--- config.mk ---
export PLATFORM = sky130hd
export DESIGN_NAME = adc_word_aligner
export DESIGN_NICKNAME = d
export VERILOG_FILES = /design/src/rtl/wdc_align_pkg.sv /design/src/rtl/adc_bit_window.sv /design/src/rtl/adc_word_aligner.sv
export SDC_FILE = /design/constraint.sdc
export NUM_CORES = 1
export LEC_CHECK = 0
export CAP_MARGIN = 20
export CORE_ASPECT_RATIO = 1.1
export CORE_MARGIN = 2
export CORE_UTILIZATION = 38
export CTS_BUF_LIST = sky130_fd_sc_hd__clkbuf_8
export DETAILED_ROUTE_END_ITERATION = 10
export GPL_ROUTABILITY_DRIVEN = 0
export HOLD_SLACK_MARGIN = 0.12
export SYNTH_ARGS = -nofsm -noshare
export SYNTH_HDL_FRONTEND = slang
export SYNTH_SLANG_ARGS = --single-unit
--- constraint.sdc ---
create_clock -name clk -period 2.7 [get_ports clk]
set_input_delay 0.27 -clock clk [delete_from_list [all_inputs] [get_ports clk]]
set_output_delay 0.27 -clock clk [all_outputs]
set_load 0.03 [all_outputs]
--- src/rtl/wdc_align_pkg.sv ---
// Shared types and constants for the ADC word aligner.
package wdc_align_pkg;

    typedef enum logic [2:0] {
        ST_IDLE   = 3'd0,
        ST_SETTLE = 3'd1,
        ST_CHECK  = 3'd2,
        ST_LOCKED = 3'd3,
        ST_FAIL   = 3'd4
    } align_state_t;

    localparam int L_RAW_WIDTH    = 24;
    localparam int L_OFFSET_WIDTH = 5;
    localparam logic [L_OFFSET_WIDTH-1:0] L_MAX_OFFSET = 5'd23;

    function automatic logic [L_OFFSET_WIDTH-1:0] clamp_offset(input logic [L_OFFSET_WIDTH-1:0] v);
        return (v > L_MAX_OFFSET) ? L_MAX_OFFSET : v;
    endfunction

endpackage

--- src/rtl/adc_bit_window.sv ---
// Keeps the previous deserializer word and selects a registered 24-bit
// window from the concatenation {current, previous} at the given bit offset.
module adc_bit_window
    import wdc_align_pkg::*;
#(
    parameter int P_SAMP_WIDTH = L_RAW_WIDTH / 2
) (
    input  logic                        clk,
    input  logic                        rst_n,
    input  logic [2*P_SAMP_WIDTH-1:0]   raw_i,
    input  logic [L_OFFSET_WIDTH-1:0]   offset_i,
    output logic [2*P_SAMP_WIDTH-1:0]   win_o
);

    localparam int L_W = 2 * P_SAMP_WIDTH;

    logic [L_W-1:0]   raw_q;
    logic [L_W-1:0]   win_q;
    logic [L_W-1:0]   win_d;
    logic [2*L_W-1:0] cat_shift;

    // Older word sits in the low half because bit 0 is the earliest bit.
    always_comb begin
        cat_shift = {raw_i, raw_q} >> offset_i;
        win_d     = cat_shift[L_W-1:0];
    end

    always_ff @(posedge clk or negedge rst_n) begin
        if (!rst_n) begin
            raw_q <= '0;
            win_q <= '0;
        end else begin
            raw_q <= raw_i;
            win_q <= win_d;
        end
    end

    assign win_o = win_q;

endmodule

--- src/rtl/adc_word_aligner.sv ---
// Training FSM that searches bit offsets 0..23 for the ADC test pattern and
// locks the winning offset. Optional manual override: WDC_ALIGN_MANUAL_EN.
//
// state  | meaning
// IDLE   | waiting for train_req
// SETTLE | flushing the window pipeline after an offset change
// CHECK  | counting consecutive pattern matches at the current offset
// LOCKED | alignment found, offset frozen
// FAIL   | no offset matched
module adc_word_aligner
    import wdc_align_pkg::*;
#(
    parameter int P_SAMP_WIDTH = L_RAW_WIDTH / 2,
    parameter int P_SETTLE     = 4,
    parameter int P_MATCH_CNT  = 16
) (
    input  logic                        clk,
    input  logic                        rst_n,
    input  logic [2*P_SAMP_WIDTH-1:0]   raw_in,
    input  logic                        train_req,
    input  logic [P_SAMP_WIDTH-1:0]     pattern,
`ifdef WDC_ALIGN_MANUAL_EN
    input  logic                        manual_en,
    input  logic [L_OFFSET_WIDTH-1:0]   manual_offset,
`endif
    output logic [P_SAMP_WIDTH-1:0]     adc_samp_0,
    output logic [P_SAMP_WIDTH-1:0]     adc_samp_1,
    output logic [L_OFFSET_WIDTH-1:0]   offset,
    output logic                        busy,
    output logic                        locked,
    output logic                        train_fail
);

    localparam int L_SET_W   = (P_SETTLE > 1) ? $clog2(P_SETTLE) : 1;
    localparam int L_MATCH_W = $clog2(P_MATCH_CNT + 1);
    localparam logic [L_SET_W-1:0]   L_SETTLE_LAST = L_SET_W'(P_SETTLE - 1);
    localparam logic [L_MATCH_W-1:0] L_MATCH_TC    = L_MATCH_W'(P_MATCH_CNT);

    align_state_t                state_q;
    logic [L_OFFSET_WIDTH-1:0]   offset_q;
    logic                        busy_q;
    logic                        locked_q;
    logic                        fail_q;
    logic [L_SET_W-1:0]          settle_cnt_q;
    logic [L_MATCH_W-1:0]        match_cnt_q;

    logic [2*P_SAMP_WIDTH-1:0]   win;
    logic                        sample_match;

    adc_bit_window #(
        .P_SAMP_WIDTH (P_SAMP_WIDTH)
    ) u_window (
        .clk      (clk),
        .rst_n    (rst_n),
        .raw_i    (raw_in),
        .offset_i (offset_q),
        .win_o    (win)
    );

    assign adc_samp_0   = win[P_SAMP_WIDTH-1:0];
    assign adc_samp_1   = win[2*P_SAMP_WIDTH-1:P_SAMP_WIDTH];
    assign sample_match = (adc_samp_0 == pattern) && (adc_samp_1 == pattern);

    always_ff @(posedge clk or negedge rst_n) begin
        if (!rst_n) begin
            state_q      <= ST_IDLE;
            offset_q     <= '0;
            busy_q       <= 1'b0;
            locked_q     <= 1'b0;
            fail_q       <= 1'b0;
            settle_cnt_q <= '0;
            match_cnt_q  <= '0;
        end else begin
`ifdef WDC_ALIGN_MANUAL_EN
            if (manual_en) begin
                state_q      <= ST_IDLE;
                offset_q     <= clamp_offset(manual_offset);
                busy_q       <= 1'b0;
                locked_q     <= 1'b0;
                fail_q       <= 1'b0;
                settle_cnt_q <= '0;
                match_cnt_q  <= '0;
            end else
`endif
            if (train_req) begin
                state_q      <= ST_SETTLE;
                offset_q     <= '0;
                busy_q       <= 1'b1;
                locked_q     <= 1'b0;
                fail_q       <= 1'b0;
                settle_cnt_q <= '0;
                match_cnt_q  <= '0;
            end else begin
                case (state_q)
                    ST_IDLE: begin
                        busy_q <= 1'b0;
                    end
                    ST_SETTLE: begin
                        if (settle_cnt_q == L_SETTLE_LAST) begin
                            settle_cnt_q <= '0;
                            state_q      <= ST_CHECK;
                        end else begin
                            settle_cnt_q <= settle_cnt_q + 1'b1;
                        end
                    end
                    ST_CHECK: begin
                        // Terminal count is seen one cycle after the last match.
                        if (match_cnt_q == L_MATCH_TC) begin
                            state_q     <= ST_LOCKED;
                            busy_q      <= 1'b0;
                            locked_q    <= 1'b1;
                            match_cnt_q <= '0;
                        end else if (sample_match) begin
                            match_cnt_q <= match_cnt_q + 1'b1;
                        end else if (offset_q == L_MAX_OFFSET) begin
                            state_q     <= ST_FAIL;
                            offset_q    <= '0;
                            busy_q      <= 1'b0;
                            fail_q      <= 1'b1;
                            match_cnt_q <= '0;
                        end else begin
                            state_q     <= ST_SETTLE;
                            offset_q    <= offset_q + 5'd1;
                            match_cnt_q <= '0;
                        end
                    end
                    ST_LOCKED: begin
                        locked_q <= 1'b1;
                    end
                    ST_FAIL: begin
                        fail_q <= 1'b1;
                    end
                    default: begin
                        state_q  <= ST_IDLE;
                        busy_q   <= 1'b0;
                        locked_q <= 1'b0;
                        fail_q   <= 1'b0;
                    end
                endcase
            end
        end
    end

    assign offset     = offset_q;
    assign busy       = busy_q;
    assign locked     = locked_q;
    assign train_fail = fail_q;

endmodule
==> impl_summary.log <==
INFO  metric fp-row-count = 42
INFO  metric period_needed = 2.22 ns
INFO  metric report.power.total = between 3000 and 4000 uW
INFO  metric antenna_violating_nets_post_route = 0
INFO  metric drive_above_1_share = approximately 18%
INFO  metric avgRoutedWirePerCell = 18.9 um
INFO  metric dp_hpwl = a little under 10 mm
INFO  metric tritoncts_buffer_count = 9
INFO  metric die_height = ~120 um
INFO  metric post_synth.cell_area_avg = 10.4 um2
INFO  metric finalCritPeriodShare = 82.2%
INFO  metric post-synth-top-area-fraction = 34.7%
INFO  metric timing.final.setup_violations = 0
INFO  metric yosys_warnings = 0
INFO  metric cts.repair_timing.setup_buffer_count = 0
INFO  metric finalNetCount = 563
INFO  metric antenna_found_initial = 0
INFO  metric relSlewSlack = a little over half
INFO  metric total_number_of_h_tree_levels = 3
INFO  metric synth_xor_xnor_area_share = 3.50%
INFO  metric cp.arrival = between 2 and 2.5 ns
INFO  metric synth.cell_area = ~4800 um2
INFO  metric fmax = 0.451 GHz
INFO  metric layout-area-overhead-vs-synth = 22.7%
INFO  metric grt_start_max_net_pins = 67
INFO  metric post-route-util = 48.1%
INFO  metric route.vias.total = 3963
INFO  metric route.detailed.vias_per_inst = 5.84
INFO  metric status = complete, no violations
INFO  metric critical_path_end_type = flop
INFO  metric cts_tree = done
INFO  metric die-width = 111 um
INFO  metric synth_compound_area_share = 10.6%
INFO  metric vdd.ir_drop.worst = 0.279 mV
INFO  metric synth_enable_flop_cells = 0
INFO  metric postSynth.topFlopCell = sky130_fd_sc_hd__dfrtp_1
INFO  metric final.setup_skew = 0.00874 ns
INFO  metric clk_pin_slew_worst_paths = around 0.07 ns
INFO  metric drt_iter0_drc = 210
INFO  metric power_density = approximately 630 nW/um2
INFO  metric numClockSinks = 66
INFO  metric fin_cells = 679
INFO  metric total_leakage_power = 0.00234 uW
INFO  metric synth.lib_cells_used.distinct = 52
INFO  metric cts.hold.buffers_added = 1
INFO  metric worst-setup-path-type = flop to flop
INFO  metric crit_fanout = 24
INFO  metric cts_resized = 0
INFO  metric ctsLongestPathBuffers = 2
INFO  metric synth-adder-area-share = 1.05%
INFO  metric synthesis.instances = 457
INFO  metric holdWs = 0.435 ns
INFO  metric type_of_element_launching_the_critical_path = flop
INFO  metric num_antenna_cells = 0
INFO  metric reg2reg_setup_slack = just under 0.5 ns
INFO  metric synth_area_leaders = sky130_fd_sc_hd__dfrtp_1 35%, sky130_fd_sc_hd__mux4_2 20%, sky130_fd_sc_hd__nand2_1 6.5%
INFO  metric synthMuxAreaShare = 31.0%
INFO  metric port-buffer-count = 70
INFO  metric synth-simple-area-share = approximately 14%
INFO  metric layout.filler_cells = 1122
INFO  metric grt_setup_unrepaired = no
INFO  metric synth_top_family_by_area = multiplexers
INFO  metric vias_in_the_first_global_route = 3825
INFO  metric grt_util_all_layers = about 20%
INFO  metric critPathRequiredTime = 2.92 ns
INFO  metric core_area = 12100 um2
INFO  metric grt_pass1_wl = roughly 21 mm
INFO  metric fp.dieArea = 13400 um2
INFO  metric dp_cells = 662
INFO  metric fin_tns_setup = 0 ns
INFO  metric drv_slew = 0
INFO  metric clkLatencyLatePin = roughly 0.36 ns
INFO  metric worstMarginPinSlew = just over 0.7 ns
INFO  metric max_capacitance_violation_count = 0
INFO  metric top_level_ports = between 70 and 80
INFO  metric syn_nets = 500
INFO  metric netlist_top_cells_count = 83 x sky130_fd_sc_hd__nand2_1, 66 x sky130_fd_sc_hd__dfrtp_1, 42 x sky130_fd_sc_hd__mux4_2
INFO  metric yosysSeqAreaShare = 34.7%
INFO  metric drc = 0
INFO  metric drt_wl_total = approximately 13 mm
INFO  metric hold_viol = 0
INFO  metric netlist.top_cell.by_area = sky130_fd_sc_hd__dfrtp_1
INFO  metric detail_route.first_pass.iterations = 5
INFO  metric initial_core_util = 39.2%
INFO  metric ys_async_sr_fraction = 100%
INFO  metric grt-ovfl-total = 0
INFO  metric synth.ff_latch_count = 66
INFO  metric worstHoldPathType = input pin to asynchronous set/reset pin
INFO  metric cts-root-buf = sky130_fd_sc_hd__clkbuf_8
INFO  metric synth.most_common_cell = sky130_fd_sc_hd__nand2_1
[power by group]
group          leakage, uW  switching, uW  total (uW)  internal, uW
clock             0.000105            391         862           472
combinational      0.00144            807        1570           762
sequential        0.000796            144        1260          1120
[final cells by class]
class	count	area (um2)	area share (%)
Clock buffer	11	151	2.59
Tap cell	154	193	3.30
Multi-Input combinational cell	346	2890	49.5
Sequential cell	66	1650	28.3
Timing Repair Buffer	87	863	14.8
Clock inverter	5	52.6	0.900
Inverter	10	37.5	0.643
[per-layer routing]
metal	part of all wire [%]	GRT usage, %	wire length (um)
met5	0	0	0
met1	45	27.5	5800
met2	45	29.3	5730
met4	3.2	9.06	414
met3	7.0	4.55	893
[worst max-delay path, stage by stage, from the launching register on]
cell	delay (ns)
sky130_fd_sc_hd__dfrtp_2	0.69
sky130_fd_sc_hd__mux2_2	0.41
sky130_fd_sc_hd__mux2i_1	0.33
sky130_fd_sc_hd__mux2i_1	0.17
sky130_fd_sc_hd__mux4_2	0.49
[state kept, by name, indices dropped and copies added, names as in the netlist]
register,flops
state_q,3
train_fail,1
locked,1
match_cnt_q,5
settle_cnt_q,2
busy,1
offset,5
u_window.win_o,24
u_window.raw_q,24
[kinds of logic after synthesis]
logic type | after synthesis
XOR/XNOR | 19
adder cells (fa/ha/maj) | 4
buffers and inverters | 45
flip-flops | 66
AND/OR/NAND/NOR | 152
AO/OA/AOI/OAI | 81
multiplexers | 90
[stage by stage]
stage | cell area, um2 | setup WS [ns]
after floorplan | 4760 | 0.518
after global placement | 5630 | 0.541
after detailed placement | 5630 | 0.512
after CTS | 5840 | 0.490
after global routing | 5840 | 0.368
final | 5840 | 0.481
[placed cells by master, fill, tap and decap left out, drive strengths merged, types with 15 or more instances in the layout]
cell type	netlist	final
mux4	44	44
nor2	21	21
clkdlybuf4s50	0	69
xnor2	19	19
a21oi	18	18
buf	20	17
mux2	15	15
dfrtp	66	66
o211ai	18	18
mux2i	31	31
o21ai	28	28
nand2	83	83
[final timing paths]
path / startpoint / depth (start not counted) / end
max: offset[1]$_DFFE_PN0P_ / 4 / u_window.win_o[9]$_DFF_PN0_
min: rst_n / 3 / u_window.raw_q[7]$_DFF_PN0_
max reg2reg: offset[1]$_DFFE_PN0P_ / 4 / u_window.win_o[9]$_DFF_PN0_
min reg2reg: locked$_DFFE_PN0P_ / 2 / locked$_DFFE_PN0P_
max in group asynchronous: rst_n / 3 / u_window.win_o[2]$_DFF_PN0_
min in group clk: raw_in[5] / 1 / u_window.raw_q[5]$_DFF_PN0_
No activity file was read; power rests on OpenSTA's default activity.
==> RTL edit (same flow settings) <==
Build with the macro `WDC_ALIGN_MANUAL_EN` defined.
--- a/src/rtl/adc_word_aligner.sv
+++ b/src/rtl/adc_word_aligner.sv
@@ -7,6 +7,8 @@
 // CHECK  | counting consecutive pattern matches at the current offset
 // LOCKED | alignment found, offset frozen
 // FAIL   | no offset matched
+`define WDC_ALIGN_MANUAL_EN
+
 module adc_word_aligner
     import wdc_align_pkg::*;
 #(
Interface: changed (added manual_en and manual_offset); port bits go from 71 to 77. The function was not compared with the original's and may differ.
==> RTL edit against the unedited design <==
Sequential cell count did not move. Global-route usage fell by 0.76 points. Critical endpoint is now offset[0]. Core utilization rose by 0.58 points. Largest cell class unchanged. Sequential power fell by 4%. Non-clock buffer count rose by 5. Synthesized cell count rose by 3.9%. Via count rose by 1.7%. Critical path type is now flip-flop to output port. Power fell by 9.3%. Critical path depth fell by 2. Area after synthesis rose by 0.42%. Setup slack got worse by 160 ps. Clock power fell by 0.9%. Wire length fell by 2.1%. Design area rose by 1.2%.
==> RTL edit: results (changes against the unedited design) <==
Status
  • Status: finished, final reports clean

Global route
  • Vias in the first global route: 3793 (-0.84%)
  • Pin count of the biggest net entering global routing: 51 (-24%)
  • Global-route wire length before repair: 20.0 mm (-3.9%)
  • Global-route usage over all layers: 19.0% (-0.76 points)
  • Overflow after GRT: 0 (unchanged)
  • Initial antenna violation count: 0 (unchanged)

Timing
  • Relative slew slack: 59.6% (+6.6 points)
  • Skew final: 10.6 ps (+1.87 ps)

Yosys
  • Complex-gate fraction of the synthesized area: 12.2% (+1.6 points)
  • Sequential share of the synthesized area: 34.5% (-0.15 points)
  • Syn. warnings: 0 (unchanged)
  • Synth Instances: 475 (+3.9%)
  • Share of flip-flops with an asynchronous set or reset: 100% (unchanged)
  • Library cells used by synthesis: 53 (+1.9%)
  • Synth Net Count: 524 (+4.8%)
  • Xor and xnor area share after synthesis: 2.93% (-0.56 points)
  • Share of synthesized area spent on multiplexers: 28.0% (-3.0 points)
  • Synth top area cells: dfrtp_1 35%, mux4_2 19%, nand2_1 8.4%
  • Synth cell count leaders: 107 x nand2_1, 66 x dfrtp_1, 41 x mux4_2, 28 x o21ai_0
  • Adder-cell area share of the yosys netlist: 1.05% (-0.0044 points)

Setup path
  • Worst-path cell with the longest stage delay: dfrtp_2
  • R2r worst-path depth: 3 (-1)
  • Critical path arrival: 2110 ps (-330 ps)
  • Delay-heaviest family, CP: buffers and inverters
  • Max stage delay on crit path: 720 ps (+30 ps)
  • Crit path max fanout: 20 (-17%)

Cells and area
  • Non-filler cells, final: 701 (+3.2%)
  • Fill cell count: 1122 (unchanged)
  • Nets: 591 (+5.0%)
  • Antenna Cells: 0 (unchanged)
  • Layout cells sized above 1: 15.9% (-2.4 points)

Clocking
  • Clk_lat worst skew: 360 ps (about the same)
  • Root buf cell: clkbuf_8
  • Hold_buf cts: 1 (unchanged)
  • # Post-CTS Setup Buffers: 0 (unchanged)
  • H-tree Lvls: 3 (unchanged)
  • Clock buffer depth: 2 (unchanged)
  • # resized after CTS: 0 (unchanged)
  • CTS Buf Count: 9 (unchanged)
  • Clock transition at path regs: 70 ps (about the same)

Placed design
  • Port bufs: 76 (+8.6%)
  • Placed wire-length estimate: 9.69 mm (-0.22%)
  • Placed insts: 684 (+3.3%)

Worst hold path
  • Cells on Worst Hold Path: 1
  • Hold/Removal Path Class: primary input to flip-flop

Power and ir drop
  • P_leak: 2.39 nW (+2.2%)
  • VDD IR-drop max: 0.271 mV (-3.2%)
  • Switch Pwr: 1.19 mW (-11%)

Route
  • Drt initial violations: 299 (+42%)
  • Wire per inst: 17.9 um (-5.2%)
  • Avg Vias per Cell: 5.75 (-1.5%)
  • First-pass iteration count of the detailed router: 4 (-1)
[RTL edit: final cells by class]
type | count | area (um2) | share of cell area (%)
clock inverters | 5 | 53.8 | 0.910
multi-input cells | 364 | 2920 | 49.4
inverters | 9 | 33.8 | 0.572
well taps | 154 | 193 | 3.26
repair buffers | 92 | 903 | 15.3
flip-flops and latches | 66 | 1650 | 28.0
clock buffers | 11 | 151 | 2.56
[RTL edit: power by group through the flow]
stage	Clock (mW)	Combinational, mW	Sequential [mW]
floorplan	0	0.670	1.37
finish	0.854	1.29	1.21
CTS	0.875	1.29	1.21
global route	0.910	1.39	1.22
global placement	0	1.28	1.22
detailed placement	0	1.29	1.23
[RTL edit: worst paths after layout]
check / from / slack, ps / to
max in group asynchronous: rst_n / 1490 / offset[1]
min reg2reg: busy / 540 / busy
max reg2reg: offset[0] / 350 / u_window.win_o[9]
min in group asynchronous: rst_n / 440 / u_window.raw_q[7]
max: offset[0] / 320 / offset[0]
min: raw_in[21] / 430 / u_window.raw_q[21]
[RTL edit: layer usage]
| metal | track usage (%) | wire [um] | vias to the layer above |
|---|---|---|---|
| li1 | - | - | 1899 |
| met4 | 8.05 | 257 | 0 |
| met3 | 2.84 | 731 | 15 |
| met5 | 0 | 0 | - |
| met2 | 29.0 | 5750 | 157 |
| met1 | 27.1 | 5830 | 1959 |
[RTL edit: per-stage QoR]
| step | setup WS [ps] | cell area (um2) | hold slack, ps |
|---|---|---|---|
| 2_1_floorplan | 548 | 4780 | -25.6 |
| 3_3_place_gp | 345 | 5700 | 322 |
| 3_5_place_dp | 324 | 5700 | 315 |
| 4_1_cts | 275 | 5910 | 417 |
| 5_1_grt | 201 | 5910 | 428 |
| 6_report | 320 | 5910 | 433 |
